--- config.mk ---
export PLATFORM = sky130hd
export DESIGN_NAME = reset_pulse_ctrl
export DESIGN_NICKNAME = d
export VERILOG_FILES = /design/src/rtl/reset_pulse_ctrl.sv
export SDC_FILE = /design/constraint.sdc
export NUM_CORES = 1
export LEC_CHECK = 0
export CAP_MARGIN = 25
export CORE_MARGIN = 2
export CORE_UTILIZATION = 53
export DETAILED_ROUTE_END_ITERATION = 10
export MAX_ROUTING_LAYER = met4
export PLACE_DENSITY = 0.9
export SLEW_MARGIN = 20
export SYNTH_ARGS = -nofsm -noshare
export SYNTH_HDL_FRONTEND = slang
export SYNTH_SLANG_ARGS = --single-unit
export TNS_END_PERCENT = 30
--- constraint.sdc ---
create_clock -name iClk_2M -period 2.1 [get_ports iClk_2M]
set_input_delay 0.42 -clock iClk_2M [delete_from_list [all_inputs] [get_ports iClk_2M]]
set_output_delay 0.42 -clock iClk_2M [all_outputs]
set_load 0.005 [all_outputs]
--- src/rtl/reset_pulse_ctrl.sv ---
// Reset-assertion controller: turns edge-triggered reset requests into a
// minimum-width active-low pulse followed by a hold-off window, latching the cause bits.
module reset_pulse_ctrl #(
    parameter int REQ_WIDTH      = 4,
    parameter int ASSERT_CYCLES  = 248,
    parameter int HOLDOFF_CYCLES = 64
) (
    input  logic                 iClk_2M,
    input  logic                 iRst,
    input  logic [REQ_WIDTH-1:0] iRstReq,
    input  logic [REQ_WIDTH-1:0] iRstMask,
    output logic                 oRst_n,
    output logic                 oBusy,
    output logic [REQ_WIDTH-1:0] oReqSrc,
    output logic                 oDone
);

    localparam int CNT_MAX = (ASSERT_CYCLES > HOLDOFF_CYCLES) ? ASSERT_CYCLES : HOLDOFF_CYCLES;
    localparam int CW      = $clog2(CNT_MAX);

    localparam logic [CW-1:0]        A_TERM   = CW'(ASSERT_CYCLES - 1);
    localparam logic [CW-1:0]        H_TERM   = CW'(HOLDOFF_CYCLES - 1);
    localparam logic [CW-1:0]        CNT_ZERO = CW'(0);
    localparam logic [CW-1:0]        CNT_ONE  = CW'(1);
    localparam logic [REQ_WIDTH-1:0] REQ_ZERO = {REQ_WIDTH{1'b0}};

    typedef enum logic [1:0] {
        ST_IDLE    = 2'b00,
        ST_ASSERT  = 2'b01,
        ST_HOLDOFF = 2'b10
    } state_t;

    state_t                 state_q, state_d;
    logic [CW-1:0]          cnt_q, cnt_d;
    logic [REQ_WIDTH-1:0]   req_prev_q, req_prev_d;
    logic [REQ_WIDTH-1:0]   pend_q, pend_d;
    logic [REQ_WIDTH-1:0]   src_q, src_d;
    logic                   rst_n_q, rst_n_d;
    logic                   busy_q, busy_d;
    logic                   done_q, done_d;

    logic [REQ_WIDTH-1:0]   edge_s;
    logic [REQ_WIDTH-1:0]   lvl_s;
    logic [REQ_WIDTH-1:0]   pend_acc_s;

    // Next-state, cause latching, pending accumulation and counter control
    always_comb begin
        state_d    = state_q;
        src_d      = src_q;
        pend_d     = pend_q;
        done_d     = 1'b0;
        cnt_d      = cnt_q;
        req_prev_d = iRstReq;
        edge_s     = iRstReq & ~req_prev_q & ~iRstMask;
        lvl_s      = iRstReq & ~iRstMask;
        pend_acc_s = pend_q | edge_s;

        case (state_q)
            ST_IDLE: begin
                if (edge_s != REQ_ZERO) begin
                    state_d = ST_ASSERT;
                    src_d   = edge_s;
                end else begin
                    state_d = ST_IDLE;
                end
            end
            ST_ASSERT: begin
                src_d = src_q | edge_s;
                // Once the minimum width is met, any live unmasked level stretches the pulse
                if ((cnt_q == A_TERM) && (lvl_s == REQ_ZERO)) begin
                    state_d = ST_HOLDOFF;
                end else begin
                    state_d = ST_ASSERT;
                end
            end
            ST_HOLDOFF: begin
                if (cnt_q == H_TERM) begin
                    done_d = 1'b1;
                    pend_d = REQ_ZERO;
                    if (pend_acc_s != REQ_ZERO) begin
                        state_d = ST_ASSERT;
                        src_d   = pend_acc_s;
                    end else begin
                        state_d = ST_IDLE;
                    end
                end else begin
                    pend_d = pend_acc_s;
                end
            end
            default: begin
                state_d = ST_ASSERT;
                src_d   = REQ_ZERO;
                pend_d  = REQ_ZERO;
            end
        endcase

        // Counter restarts on every state change and saturates at the state's terminal value
        if (state_d != state_q) begin
            cnt_d = CNT_ZERO;
        end else if ((state_q == ST_ASSERT) && (cnt_q != A_TERM)) begin
            cnt_d = cnt_q + CNT_ONE;
        end else if ((state_q == ST_HOLDOFF) && (cnt_q != H_TERM)) begin
            cnt_d = cnt_q + CNT_ONE;
        end else begin
            cnt_d = cnt_q;
        end

        rst_n_d = (state_d != ST_ASSERT);
        busy_d  = (state_d != ST_IDLE);
    end

    // State and output registers; reset forces a full power-on pulse
    always_ff @(posedge iClk_2M) begin
        if (iRst) begin
            state_q    <= ST_ASSERT;
            cnt_q      <= CNT_ZERO;
            req_prev_q <= REQ_ZERO;
            pend_q     <= REQ_ZERO;
            src_q      <= REQ_ZERO;
            rst_n_q    <= 1'b0;
            busy_q     <= 1'b1;
            done_q     <= 1'b0;
        end else begin
            state_q    <= state_d;
            cnt_q      <= cnt_d;
            req_prev_q <= req_prev_d;
            pend_q     <= pend_d;
            src_q      <= src_d;
            rst_n_q    <= rst_n_d;
            busy_q     <= busy_d;
            done_q     <= done_d;
        end
    end

    assign oRst_n  = rst_n_q;
    assign oBusy   = busy_q;
    assign oReqSrc = src_q;
    assign oDone   = done_q;

endmodule
# Word-level counts from Yosys, hierarchy flattened
# Index checks and enable logic that the tools add are counted.
# W data, S select, Z words.
# op_classes
mux,14
bitwise_logic,8
reduce_logical,13
n_eq_ne,11
add_sub_neg,1
# ops
op,count
$mux W4,4
$mux W8,2
$and A4 B4 Y4,3
$pmux W4 S3,1
$add A8 B1 Y8 const B,1
$eq A8 B6 Y1 const B,1
$eq A8 B8 Y1 const B,1
$ne A8 B6 Y1 const B,1
$ne A8 B8 Y1 const B,1
$not A4 Y4,2
$or A4 B4 Y4,2
$pmux W4 S2,1
$reduce_bool A4 Y1,2
$ne A2 B2 Y1 const B,3
$pmux W2 S3,1
$reduce_or A2 Y1,3
$logic_not A4 Y1,1
$mux W2,2
$reduce_bool A2 Y1,2
$logic_and A1 B1 Y1,3
$mux W1,3
$reduce_and A3 Y1,1
$eq A2 B1 Y1 const B,1
$eq A2 B2 Y1 const B,1
other kinds (4),4
# totals
word_cells,55
out_inout_bits,7
register_bits,25
input_bits,10

# Logic depth before layout (Yosys ltp)
# depth
ltp_word,10
ltp_mapped,6
depth_no_buf,6

# Worst setup path after synthesis
# OpenSTA, ideal clock, no wires.
# synth_timing
kind,register -> register
from,reg cnt_q[0]
to,reg pend_q[0]
required_time_ns,1.972
synth_period_minus_slack_ns,1.610
path_stages_with_launch,7
n_path_buf,0
slack_ns,0.490
t_arrival_ns,1.482
setup_time_ns,0.128
path_cell_list,dfxtp_1 -> ha_1 -> nand3_1 -> o21bai_2 -> nand2_1 -> a22oi_1 -> nor2_1
# synth_via
elab_chain_cells,3
# synth_lines
item,line,text
from (decl),34,"logic [CW-1:0] cnt_q, cnt_d;"
from (signal assigned),125,cnt_q <= cnt_d;
$eq A8 B6 Y1,77,if (cnt_q == H_TERM) begin
$mux W4,77,
$pmux W4 S2,58,case (state_q)
to (signal assigned),127,pend_q <= pend_d;
to (decl),36,"logic [REQ_WIDTH-1:0] pend_q, pend_d;"
# Every way passes these cells.
# A chain may end at the register's enable or synchronous reset.

# Worst setup path after layout
# layout_timing
from,reg cnt_q[0]
to,reg cnt_q[3]
# layout_via
elab_chain_cells,6
word_cells_on_any_way,16
classes_between,add/sub: 1; eq/ne: 5; mux: 5; reduce/logical: 5
# layout_lines
item,line,text
$eq A8 B8 Y1,70,if ((cnt_q == A_TERM) && (lvl_s == REQ_ZERO)) begin
$logic_and A1 B1 Y1,70,
$mux W2,70,
$pmux W2 S3,58,
$ne A2 B2 Y1,98,if (state_d != state_q) begin
$reduce_or A2 Y1 (no line),-,
# Several ways; a longest one is shown, not always the timed one. The select of a mux whose other input is x is not followed.

==> results.cfg <==
[outcome]
status = finished, final reports clean

[sta]
drv_slew = 0
hold_viol = 0
relSlewSlack = 0.640
max_slew.worst_pin.slew_ns = 0.536
final-setup-viol-count = 0
fmax_mhz = 546
rsz0062_at_grt = false
fin_crit_sh = 0.873
fin_ws_ns = 0.267
fin_crit_ns = 1.83
clock_skew_ns = 0.0167
fin_setup_tns_ns = 0

[worst_setup_path]
cp-end-kind = register
path_delay_family = compound AO/OA/AOI/OAI gates
cp.arrival_ns = 2.04
slowest_delay_ns = 0.41
slowest_stage = dfxtp_1
critical_path.cell_chain = ha_1 -> nand3_1 -> o21a_1 -> and2b_1 -> o21ai_4 -> nor2_1
crit_type = register to register
crit_required_ns = 2.31
crit_buf_inv = 0
crit_path_start_kind = register
path_max_fanout = 8

[synth]
ys_seq_area_frac = 0.414
syn_area_um2 = 1210
ys_top_cells_by_area = dfxtp_1 (41%), nor2_1 (4.3%), a211oi_2 (4.1%)
synth-main-ff-cell = dfxtp_1
synth_top_area_cell = dfxtp_1
ys_async_sr_fraction = 0
ys_types = 39
syn-num-nets = 135
synth_common_cells = dfxtp_1 (25), nor2_1 (14), a21oi_1 (9)
synth_most_common_cell = dfxtp_1
synth.top_cell.area_share = 0.414
syn_area_per_cell_um2 = 9.76
synth_enable_flop_cells = 0
netlist_instances = 124
yosys_register_bits = 25
yosysWarnings = 0

[global_route]
grt_pass1_wl_um = 4340
antenna_found_initial = 0
grt_overflow_total = 0
grt_pass1_vias = 1010
grtUsageTotal = 0.221
grt_max_degree = 15

[drt]
drcViolationCount = 0
drt_wl_total_um = 2490
drt-wirelength-per-cell_um = 14.2
ant_nets = 0
drt-pass1-iter-count = 4
routed_via_density = 5.70
vias = 1004
drt_first_iter_violations = 16

[place]
dp_worst_setup_slack_ns = -0.0903
dp_hpwl_um = 1940
placed_area_um2 = 1440
port_buffers = 16
gp_congestion = 0.820

[power]
finalPower_mw = 0.808
peakVddDrop_mv = 0.418
p_leak_nw = 0.504
cellPowerDensity_nw_per_um2 = 550

[clocking]
cts_buffer_depth = 2
clkTransAtPathRegs_ns = 0.15
clkSinkCount = 25
cts_resized = 0
cts-root-buf = clkbuf_4
cts_buffers = 3
post_cts_buffers = 0
cts_tree = done
htreeDepth = 1
insertion_delay_ns = 0.32
cts_hold_buf = 0

[finish]
design_area_um2 = 1470
antenna_cells = 0
drive_gt1_frac = 0.176
final_nets = 160
area_growth_syn_to_layout_pct = 21.4
fin_util = 0.670

[floorplan]
ioPinCount = 17
die-area_um2 = 2680
die_h_um = 51.8
rows = 17
coreArea_um2 = 2190
fp.dieW_um = 51.8
start_util = 0.552

[job]
cap_viol_max_count = 0

[min_path]
hold_class = register to register
-- through the flow --
stage | std cells | hold WS, ns
3_3_place_gp | 172 | 0.448
5_1_grt | 176 | 0.494
2_1_floorplan | 124 | 0.456
6_report | 176 | 0.483
3_5_place_dp | 172 | 0.450
4_1_cts | 176 | 0.482
-- sequential cells by signal, summed over array words and instances, names as in the netlist --
| name | flops |
|---|---|
| cnt_q | 8 |
| oReqSrc | 4 |
| pend_q | 4 |
| req_prev_q | 4 |
| state_q | 2 |
| oBusy | 1 |
| oDone | 1 |
| oRst_n | 1 |
-- where the power goes --
part | switching [mW] | total, mW | internal, mW
Sequential | 0.0107 | 0.500 | 0.489
Clock | 0.143 | 0.214 | 0.0712
Combinational | 0.0413 | 0.0943 | 0.0531
Total | 0.194 | 0.808 | 0.614
-- placed cells by master (no fill, tap or decap), types with 2 or more instances in the layout --
cell / n
o21bai_2: 2
dfxtp_1: 25
nand3_1: 5
o21a_1: 2
nand2b_1: 2
a211oi_2: 4
buf_4: 6
nor2_1: 14
a21oi_1: 9
clkdlybuf4s50_1: 16
nor3_1: 3
nor2b_1: 4
nand2_1: 6
nor3b_2: 3
xnor2_1: 5
clkbuf_4: 3
o2bb2ai_1: 4
a22oi_1: 4
xor2_1: 2
inv_1: 8
-- final timing paths --
check	startpoint	to	slack, ns	depth (start not counted)
worst max-delay path	cnt_q[0]$_SDFFE_PP0P_	cnt_q[3]$_SDFFE_PP0P_	0.27	6
worst min-delay path	oReqSrc[3]$_SDFFE_PP0P_	oReqSrc[3]$_SDFFE_PP0P_	0.48	1
worst max register to register	cnt_q[0]$_SDFFE_PP0P_	cnt_q[3]$_SDFFE_PP0P_	0.27	6
worst min register to register	oReqSrc[3]$_SDFFE_PP0P_	oReqSrc[3]$_SDFFE_PP0P_	0.48	1
-- metal layers --
metal / up-vias / wire, um / global-route usage / share of wire
met5: - / 0 / - / 0
met4: 0 / 38 / 0.0833 / 0.015
met3: 4 / 58 / 0.0402 / 0.023
met2: 14 / 1270 / 0.382 / 0.51
met1: 490 / 1130 / 0.254 / 0.45
li1: 496 / - / - / -
-- cell type report --
type                    count  area (um2)
fillers                   173         722
multi-input cells          89         671
flip-flops and latches     25         500
repair buffers             22         205
well taps                  28        35.0
inverters                   8        30.0
clock buffers               3        22.5
clock inverters             1        5.00
-- cells by family after synthesis --
group           after synthesis  synth area share
compound gates               35             0.256
xor+xnor                      7            0.0507
fa+ha+maj                     1            0.0103
buf+inv                      10            0.0321
flops                        25             0.414
simple gates                 46             0.237
(Power assumes the default switching activity.)
